### src/rtl/wb_pkg.sv
// Shared definitions for the Wishbone initiator: FSM state encoding,
// default bus widths and a ceiling-log2 helper for counter sizing.
package wb_pkg;

    typedef enum logic [1:0] {
        ST_IDLE = 2'd0,
        ST_BUS  = 2'd1,
        ST_RESP = 2'd2
    } wb_state_e;

    localparam int WB_ADW = 32;
    localparam int WB_DW  = 32;

    // Bits needed to count 0 .. value-1 (never less than one bit).
    function automatic int clog2(input int value);
        int width;
        width = 0;
        for (int v = value - 32'sd1; v > 32'sd0; v = v / 32'sd2) begin
            width = width + 32'sd1;
        end
        return (width < 32'sd1) ? 32'sd1 : width;
    endfunction

endpackage

### src/rtl/wb_timeout.sv
// Bus-cycle watchdog for wb_initiator: counts stalled BUS cycles and flags
// the last one allowed before abort (used only with WB_INITIATOR_TIMEOUT_EN).
module wb_timeout
    import wb_pkg::*;
#(
    parameter int TIMEOUT = 255
) (
    input  logic clk,
    input  logic rst,
    input  logic clr,
    input  logic en,
    output logic hit
);

    localparam int            CW   = clog2(TIMEOUT + 1);
    localparam logic [CW-1:0] LAST = CW'(TIMEOUT - 1);
    localparam logic [CW-1:0] ONE  = CW'(1);

    logic [CW-1:0] count_r;

    // Counter of un-acked bus cycles; clear has priority, saturates at LAST.
    always_ff @(posedge clk) begin
        if (rst) begin
            count_r <= '0;
        end else if (clr) begin
            count_r <= '0;
        end else if (en && !hit) begin
            count_r <= count_r + ONE;
        end else begin
            count_r <= count_r;
        end
    end

    // hit marks the TIMEOUT-th cycle of stb, so abort happens at its end.
    assign hit = (count_r == LAST);

endmodule

### src/rtl/wb_initiator.sv
// Single-outstanding Wishbone classic initiator bridging a valid/ready
// request/response pair; bus timeout built only with WB_INITIATOR_TIMEOUT_EN.
module wb_initiator
    import wb_pkg::*;
#(
    parameter int ADW     = WB_ADW,
    parameter int DW      = WB_DW,
    parameter int TIMEOUT = 255
) (
    input  logic            wb_clk_i,
    input  logic            wb_rst_i,
    input  logic            req_valid,
    output logic            req_ready,
    input  logic            req_we,
    input  logic [ADW-1:0]  req_adr,
    input  logic [DW-1:0]   req_dat,
    input  logic [DW/8-1:0] req_sel,
    output logic            rsp_valid,
    input  logic            rsp_ready,
    output logic [DW-1:0]   rsp_dat,
    output logic            rsp_err,
    output logic            wbm_cyc_o,
    output logic            wbm_stb_o,
    output logic            wbm_we_o,
    output logic [ADW-1:0]  wbm_adr_o,
    output logic [DW-1:0]   wbm_dat_o,
    output logic [DW/8-1:0] wbm_sel_o,
    input  logic [DW-1:0]   wbm_dat_i,
    input  logic            wbm_ack_i
);

    if (TIMEOUT < 1) begin : g_bad_timeout
        $error("wb_initiator: TIMEOUT must be at least 1");
    end
    if ((DW % 8) != 0) begin : g_bad_dw
        $error("wb_initiator: DW must be a multiple of 8");
    end

    wb_state_e       state_r,     state_nxt_s;
    logic            bus_r,       bus_nxt_s;
    logic            we_r,        we_nxt_s;
    logic [ADW-1:0]  adr_r,       adr_nxt_s;
    logic [DW-1:0]   dat_r,       dat_nxt_s;
    logic [DW/8-1:0] sel_r,       sel_nxt_s;
    logic            req_ready_r, req_ready_nxt_s;
    logic            rsp_valid_r, rsp_valid_nxt_s;
    logic [DW-1:0]   rsp_dat_r,   rsp_dat_nxt_s;
    logic            rsp_err_r,   rsp_err_nxt_s;
    logic            timeout_hit_s;

`ifdef WB_INITIATOR_TIMEOUT_EN
    logic cnt_clr_s;
    logic cnt_en_s;

    assign cnt_clr_s = req_valid && req_ready_r;
    assign cnt_en_s  = (state_r == ST_BUS) && !wbm_ack_i;

    wb_timeout #(
        .TIMEOUT (TIMEOUT)
    ) u_timeout (
        .clk (wb_clk_i),
        .rst (wb_rst_i),
        .clr (cnt_clr_s),
        .en  (cnt_en_s),
        .hit (timeout_hit_s)
    );
`else
    assign timeout_hit_s = 1'b0;
`endif

    // State and every output register; reset abandons any bus cycle or response.
    always_ff @(posedge wb_clk_i) begin
        if (wb_rst_i) begin
            state_r     <= ST_IDLE;
            bus_r       <= 1'b0;
            we_r        <= 1'b0;
            adr_r       <= '0;
            dat_r       <= '0;
            sel_r       <= '0;
            req_ready_r <= 1'b1;
            rsp_valid_r <= 1'b0;
            rsp_dat_r   <= '0;
            rsp_err_r   <= 1'b0;
        end else begin
            state_r     <= state_nxt_s;
            bus_r       <= bus_nxt_s;
            we_r        <= we_nxt_s;
            adr_r       <= adr_nxt_s;
            dat_r       <= dat_nxt_s;
            sel_r       <= sel_nxt_s;
            req_ready_r <= req_ready_nxt_s;
            rsp_valid_r <= rsp_valid_nxt_s;
            rsp_dat_r   <= rsp_dat_nxt_s;
            rsp_err_r   <= rsp_err_nxt_s;
        end
    end

    // Next-state and next-output decode; ack takes priority over timeout.
    always_comb begin
        state_nxt_s     = state_r;
        bus_nxt_s       = bus_r;
        we_nxt_s        = we_r;
        adr_nxt_s       = adr_r;
        dat_nxt_s       = dat_r;
        sel_nxt_s       = sel_r;
        req_ready_nxt_s = req_ready_r;
        rsp_valid_nxt_s = rsp_valid_r;
        rsp_dat_nxt_s   = rsp_dat_r;
        rsp_err_nxt_s   = rsp_err_r;
        case (state_r)
            ST_IDLE: begin
                if (req_valid && req_ready_r) begin
                    state_nxt_s     = ST_BUS;
                    bus_nxt_s       = 1'b1;
                    we_nxt_s        = req_we;
                    adr_nxt_s       = req_adr;
                    dat_nxt_s       = req_dat;
                    sel_nxt_s       = req_sel;
                    req_ready_nxt_s = 1'b0;
                end else begin
                    state_nxt_s = ST_IDLE;
                end
            end
            ST_BUS: begin
                if (wbm_ack_i || timeout_hit_s) begin
                    state_nxt_s     = ST_RESP;
                    bus_nxt_s       = 1'b0;
                    we_nxt_s        = 1'b0;
                    adr_nxt_s       = '0;
                    dat_nxt_s       = '0;
                    sel_nxt_s       = '0;
                    rsp_valid_nxt_s = 1'b1;
                    if (wbm_ack_i) begin
                        rsp_dat_nxt_s = we_r ? '0 : wbm_dat_i;
                        rsp_err_nxt_s = 1'b0;
                    end else begin
                        rsp_dat_nxt_s = '0;
                        rsp_err_nxt_s = 1'b1;
                    end
                end else begin
                    state_nxt_s = ST_BUS;
                end
            end
            ST_RESP: begin
                if (rsp_ready) begin
                    state_nxt_s     = ST_IDLE;
                    req_ready_nxt_s = 1'b1;
                    rsp_valid_nxt_s = 1'b0;
                    rsp_dat_nxt_s   = '0;
                    rsp_err_nxt_s   = 1'b0;
                end else begin
                    state_nxt_s = ST_RESP;
                end
            end
            default: begin
                state_nxt_s     = ST_IDLE;
                bus_nxt_s       = 1'b0;
                we_nxt_s        = 1'b0;
                adr_nxt_s       = '0;
                dat_nxt_s       = '0;
                sel_nxt_s       = '0;
                req_ready_nxt_s = 1'b1;
                rsp_valid_nxt_s = 1'b0;
                rsp_dat_nxt_s   = '0;
                rsp_err_nxt_s   = 1'b0;
            end
        endcase
    end

    assign req_ready = req_ready_r;
    assign rsp_valid = rsp_valid_r;
    assign rsp_dat   = rsp_dat_r;
    assign rsp_err   = rsp_err_r;
    assign wbm_cyc_o = bus_r;
    assign wbm_stb_o = bus_r;
    assign wbm_we_o  = we_r;
    assign wbm_adr_o = adr_r;
    assign wbm_dat_o = dat_r;
    assign wbm_sel_o = sel_r;

endmodule

### config.mk
export PLATFORM = sky130hd
export DESIGN_NAME = wb_initiator
export DESIGN_NICKNAME = d
export VERILOG_FILES = /design/src/rtl/wb_pkg.sv /design/src/rtl/wb_timeout.sv /design/src/rtl/wb_initiator.sv
export SDC_FILE = /design/constraint.sdc
export NUM_CORES = 1
export LEC_CHECK = 0
export CORE_ASPECT_RATIO = 0.5
export CORE_UTILIZATION = 40
export DETAILED_ROUTE_END_ITERATION = 8
export HOLD_SLACK_MARGIN = 0.02
export PLACE_DENSITY = 0.94
export SLEW_MARGIN = 25
export SYNTH_ARGS = -nofsm -noshare
export SYNTH_HDL_FRONTEND = slang
export SYNTH_SLANG_ARGS = --single-unit
export TNS_END_PERCENT = 20
### constraint.sdc
create_clock -name wb_clk_i -period 2.6 [get_ports wb_clk_i]
set_input_delay 0.65 -clock wb_clk_i [delete_from_list [all_inputs] [get_ports wb_clk_i]]
set_output_delay 0.65 -clock wb_clk_i [all_outputs]
set_load 0.03 [all_outputs]
==> results of run 1 <==
## routing by layer
metal,GRT usage,vias to the layer above,wire length [µm]
li1,-,1568,-
met1,0.244,1540,4150
met2,0.392,118,5270
met3,0.0770,15,730
met4,0.0758,0,160
met5,0,-,0
## where the power goes
part           switching [µW]  total [µW]  internal, µW
logic                     402         803           401
clock network             566        1400           833
registers                62.0        1790          1730
## registers in the layout, indices dropped and copies added, names as in the netlist
| signal | count |
|---|---|
| rsp_dat | 32 |
| wbm_adr_o | 32 |
| wbm_dat_o | 32 |
| wbm_sel_o | 4 |
| state_r | 2 |
| req_ready | 1 |
| rsp_valid | 1 |
| wbm_cyc_o | 1 |
| wbm_we_o | 1 |
## area by class of cell
type / instances / area [µm²]
Tap cell: 112 / 140
Multi-Input combinational cell: 186 / 1220
Clock inverter: 6 / 82.6
Timing Repair Buffer: 220 / 2200
Fill cell: 586 / 2260
Sequential cell: 106 / 2120
Inverter: 1 / 3.75
Clock buffer: 9 / 225
## worst paths after layout
check                                 from      endpoint  slack (ns)  cells past startpoint
worst max-delay path             req_ready     req_ready        0.51                      1
worst min-delay path            rsp_dat[7]    rsp_dat[7]        0.47                      2
worst max register to register  state_r[1]  wbm_dat_o[5]        1.01                      4
worst min register to register  rsp_dat[7]    rsp_dat[7]        0.47                      2
## metrics by stage
stage | util | power [µW] | worst slack (ns) | std cells | instance area (µm²)
after floorplan | - | 2220 | 1.02 | 325 | 3530
after global placement | 0.689 | 2610 | 0.484 | 625 | 5690
after detailed placement | 0.689 | 2630 | 0.431 | 625 | 5690
after CTS | 0.726 | 4030 | 0.486 | 640 | 5990
after global routing | 0.726 | 4150 | 0.449 | 640 | 5990
final | 0.726 | 3990 | 0.510 | 640 | 5990
## cells in the mapped netlist
cell type,n
dfxtp_1,106
a22o_1,69
a21oi_1,36
nand2_1,34
o21ai_0,33
clkbuf_1,11
buf_6,8
buf_2,7
buf_4,6
nand3b_1,2
a211oi_1,1
a21o_1,1
and4bb_1,1
conb_1,1
inv_1,1
nand2b_1,1
nor2_1,1
nor3_2,1
nor3_4,1
nor3b_1,1
nor4bb_1,1
o21a_1,1
or2_2,1
## logic make-up after synthesis
logic type | after synthesis
AOI/OAI and AO/OA | 141
DFF | 106
and+or+nand+nor | 44
buffers and inverters | 33
other | 1
==> run summary, run 1 <==
first-pass GRT wire length: 15.4 mm
Root Driver: clkbuf_16
H-tree lvl count: 3
post-CTS setup buffer count: 0
share of cells above drive strength 1: 0.0587
cell taking the most area after synthesis: dfxtp_1
Synth area leaders: dfxtp_1, a22o_1, a21oi_1
simple-gate share of the synthesized area: 0.0610
WL final: 10.3 mm
Final Max Slew Viols: 0
row count: 23
Syn Nets: 431
vias in the first global route: 3064
kind of critical path: register to output port
grt ovf: 0
Hold Buf Count CTS: 0
XOR/XNOR Fraction of Synth Area: 0
DR iter-0 viols: 141
Placer Congestion: 0.753
Lkg Pwr: 0.00221 µW
Tmin final: 2.09 ns
CP max FO: 4
commonest non-fill, non-tap cell in the layout: clkdlybuf4s50_1
drt first pass iters: 4
Die ar.: 0.00922 mm²
post-DP HPWL: 7.29 mm
Worst path max stage delay: 0.72 ns
Post-Syn Area: 0.00353 mm²
Die Y: 68.4 µm
Synth Area in Compound Gates: 0.276
final hold violations: 0
All-Layer GR Usage: 0.217
final period utilization: 0.804
Mapped Cells: 325
drt via density: 5.06
fmax: 478 MHz
initial antenna violation count: 0
VDD IR max: 0.398 mV
Vias: 3241
residual DRC count: 0
diode count: 0
I/O Buffers: 210
Avg Synthesized Cell Area: 10.9 µm²
Clock transition at path regs: 0.07 ns
HP Class: register to register
CTS Buf Count: 9
main combinational cell family by area after synthesis: compound AO/OA/AOI/OAI gates
Worst Hold Slack: 0.472 ns
CTS tree: done
initial core utilization: 0.427
Fin Clk Skew: 0.00364 ns
Buf/Inv on CP: 1
Clock Latency Late Sink: 0.33 ns
WL/cell: 16.1 µm
library cells used by synthesis: 23
register bit count reported by yosys: 106
sequential share of the synthesized area: 0.601
Adder-Cell Fraction of Synth Area: 0
multiplexer share of the synthesized area: 0
Resized cells post-CTS: 0
Setup Viol. Count Final: 0
pin count of the biggest net entering global routing: 71
Pwr per Cell Area: 666 mW/mm²
outcome: complete, no violations
CP delay by family, top: buffers and inverters
Yosys top cell area share: 0.601
CTS sink count: 106
Setup crit end kind: output port
antenna viol nets, final: 0
Core ar.: 0.00826 mm²
Top-Level Pins: 212
crit path max-delay cell type: clkdlybuf4s50_1
CP startpoint kind: register
Setup TNS: 0 ns
CTS max path bufs: 2
Die X: 135 µm
data arrival time of the worst path: 1.44 ns
Nets: 630
RSZ-0062 raised after global routing: no
yosys warns: 0
CP Cell Sequence: clkdlybuf4s50_1
commonest cells after routing, fill and taps aside: clkdlybuf4s50_1, dfxtp_1, a22o_1
area growth from synthesis to layout: 69.9%
max-cap viol count: 0
worst path required time: 1.95 ns
Power figures use the tool's default switching activity.
==> run 2: changes to the inputs <==
--- a/config.mk
+++ b/config.mk
@@ -6,10 +6,10 @@
 export NUM_CORES = 1
 export LEC_CHECK = 0
 export CORE_ASPECT_RATIO = 0.5
-export CORE_UTILIZATION = 40
+export CORE_UTILIZATION = 33
 export DETAILED_ROUTE_END_ITERATION = 8
 export HOLD_SLACK_MARGIN = 0.02
-export PLACE_DENSITY = 0.94
+export PLACE_DENSITY = 0.84
 export SLEW_MARGIN = 25
 export SYNTH_ARGS = -nofsm -noshare
 export SYNTH_HDL_FRONTEND = slang
==> constraint.sdc (replaced) <==
create_clock -name wb_clk_i -period 1.9 [get_ports wb_clk_i]
set_input_delay 0.475 -clock wb_clk_i [delete_from_list [all_inputs] [get_ports wb_clk_i]]
set_output_delay 0.475 -clock wb_clk_i [all_outputs]
set_load 0.03 [all_outputs]
==> run 2 against run 1 <==
Clock skew increased by 0.0028 ns. Worst hold slack got worse by 0.018 ns. Sequential power rose by 36%. Largest power group unchanged. Non-clock buffer count grew 1. Clock power is 32% higher. Global-route usage is 3.8 points lower. Critical path type unchanged.
==> run summary, run 2 (same netlist as run 1, synthesis figures left out) <==
CTS max path bufs: 2
Clock transition at path regs: 0.07 ns
Buf/Inv on CP: 1
Fin Clk Skew: 0.00642 ns
Pwr per Cell Area: 890 mW/mm²
HP Class: register to register
DRT met1 WL: 4.23 mm
CP max FO: 2
All-Layer GR Usage: 0.180
WL met3: 490 µm
Die Y: 75.1 µm
WL/cell: 15.2 µm
Die X: 148 µm
fmax: 536 MHz
diode count: 0
met2 WL: 5.19 mm
crit path max-delay cell type: clkdlybuf4s50_1
CP delay by family, top: buffers and inverters
Die ar.: 0.0111 mm²
drt first pass iters: 4
Placer Congestion: 0.736
Worst path max stage delay: 0.71 ns
final period utilization: 0.981
I/O Buffers: 210
Final Max Slew Viols: 0
final instance area: 0.00607 mm²
post-DP HPWL: 7.11 mm
WL final: 10.2 mm
Nets: 631
worst path required time: 1.42 ns
row count: 26
drt via density: 4.78
outcome: complete, no violations
top sig layer: met4
max-cap viol count: 0
CTS Buf Count: 9
VDD IR max: 0.468 mV
CTS tree: done
vias in the first global route: 3098
total power: 5400 µW
Root Driver: clkbuf_16
data arrival time of the worst path: 1.39 ns
DR iter-0 viols: 218
Top-Level Pins: 212
kind of critical path: register to output port
initial antenna violation count: 0
area growth from synthesis to layout: 72.2%
Clock Latency Late Sink: 0.34 ns
Core ar.: 0.0103 mm²
commonest non-fill, non-tap cell in the layout: clkdlybuf4s50_1
Setup Viol. Count Final: 0
CP startpoint kind: register
H-tree lvl count: 3
antenna viol nets, final: 0
pin count of the biggest net entering global routing: 41
Setup crit end kind: output port
CTS sink count: 106
residual DRC count: 0
Worst Hold Slack: 0.455 ns
commonest cells after routing, fill and taps aside: clkdlybuf4s50_1, dfxtp_1, a22o_1
final hold violations: 0
post-CTS setup buffer count: 0
post-layout util: 0.589
Tmin final: 1.86 ns
reg-to-reg slack, setup: 0.33 ns
grt ovf: 0
first-pass GRT wire length: 15.5 mm
Vias: 3200
RSZ-0062 raised after global routing: no
Lkg Pwr: 0.00233 µW
CP Cell Sequence: clkdlybuf4s50_1
DP Area: 0.00577 mm²
share of cells above drive strength 1: 0.0604
initial core utilization: 0.342
Hold Buf Count CTS: 0
-- run 2: report_power, final --
part / internal (µW) / switching [µW]
combinational: 561 / 555
sequential: 2360 / 80.7
clock: 1030 / 819
-- run 2: path summary, 6_finish.rpt --
check                     start       endpoint  depth (start not counted)
hold reg to reg       rsp_valid      rsp_valid                          2
hold / removal        rsp_valid      rsp_valid                          2
setup / recovery  wbm_dat_o[18]  wbm_dat_o[18]                          1
setup reg to reg     state_r[1]   wbm_sel_o[0]                          4
-- run 2: final cells by class --
class                   instances  area [µm²]
repair buffers                221        2260
inverters                       1        3.75
flip-flops and latches        106        2120
clock buffers                  10         229
fillers                       835        4240
clock inverters                 6        66.3
multi-input cells             186        1220
well taps                     140         175
-- run 2: metrics by stage --
| stage | TNS (ns) | worst slack [ns] | instances |
|---|---|---|---|
| CTS | 0 | 0.0218 | 670 |
| detailed placement | -0.103 | -0.0208 | 654 |
| floorplan | 0 | 0.490 | 325 |
| global route | 0 | 0.000535 | 670 |
| global placement | 0 | 0.0570 | 654 |
| finish | 0 | 0.0352 | 670 |
-- run 2: timing repair --
item                       CTS  global route
setup endpoints to repair    2             6
cloned                       0             0
resized for setup            2             6
-- run 2: routing by layer --
| layer | up-vias | global-route usage |
|---|---|---|
| met5 | - | 0 |
| met1 | 1504 | 0.206 |
| met4 | 0 | 0.0767 |
| li1 | 1572 | - |
| met2 | 100 | 0.319 |
| met3 | 24 | 0.0552 |
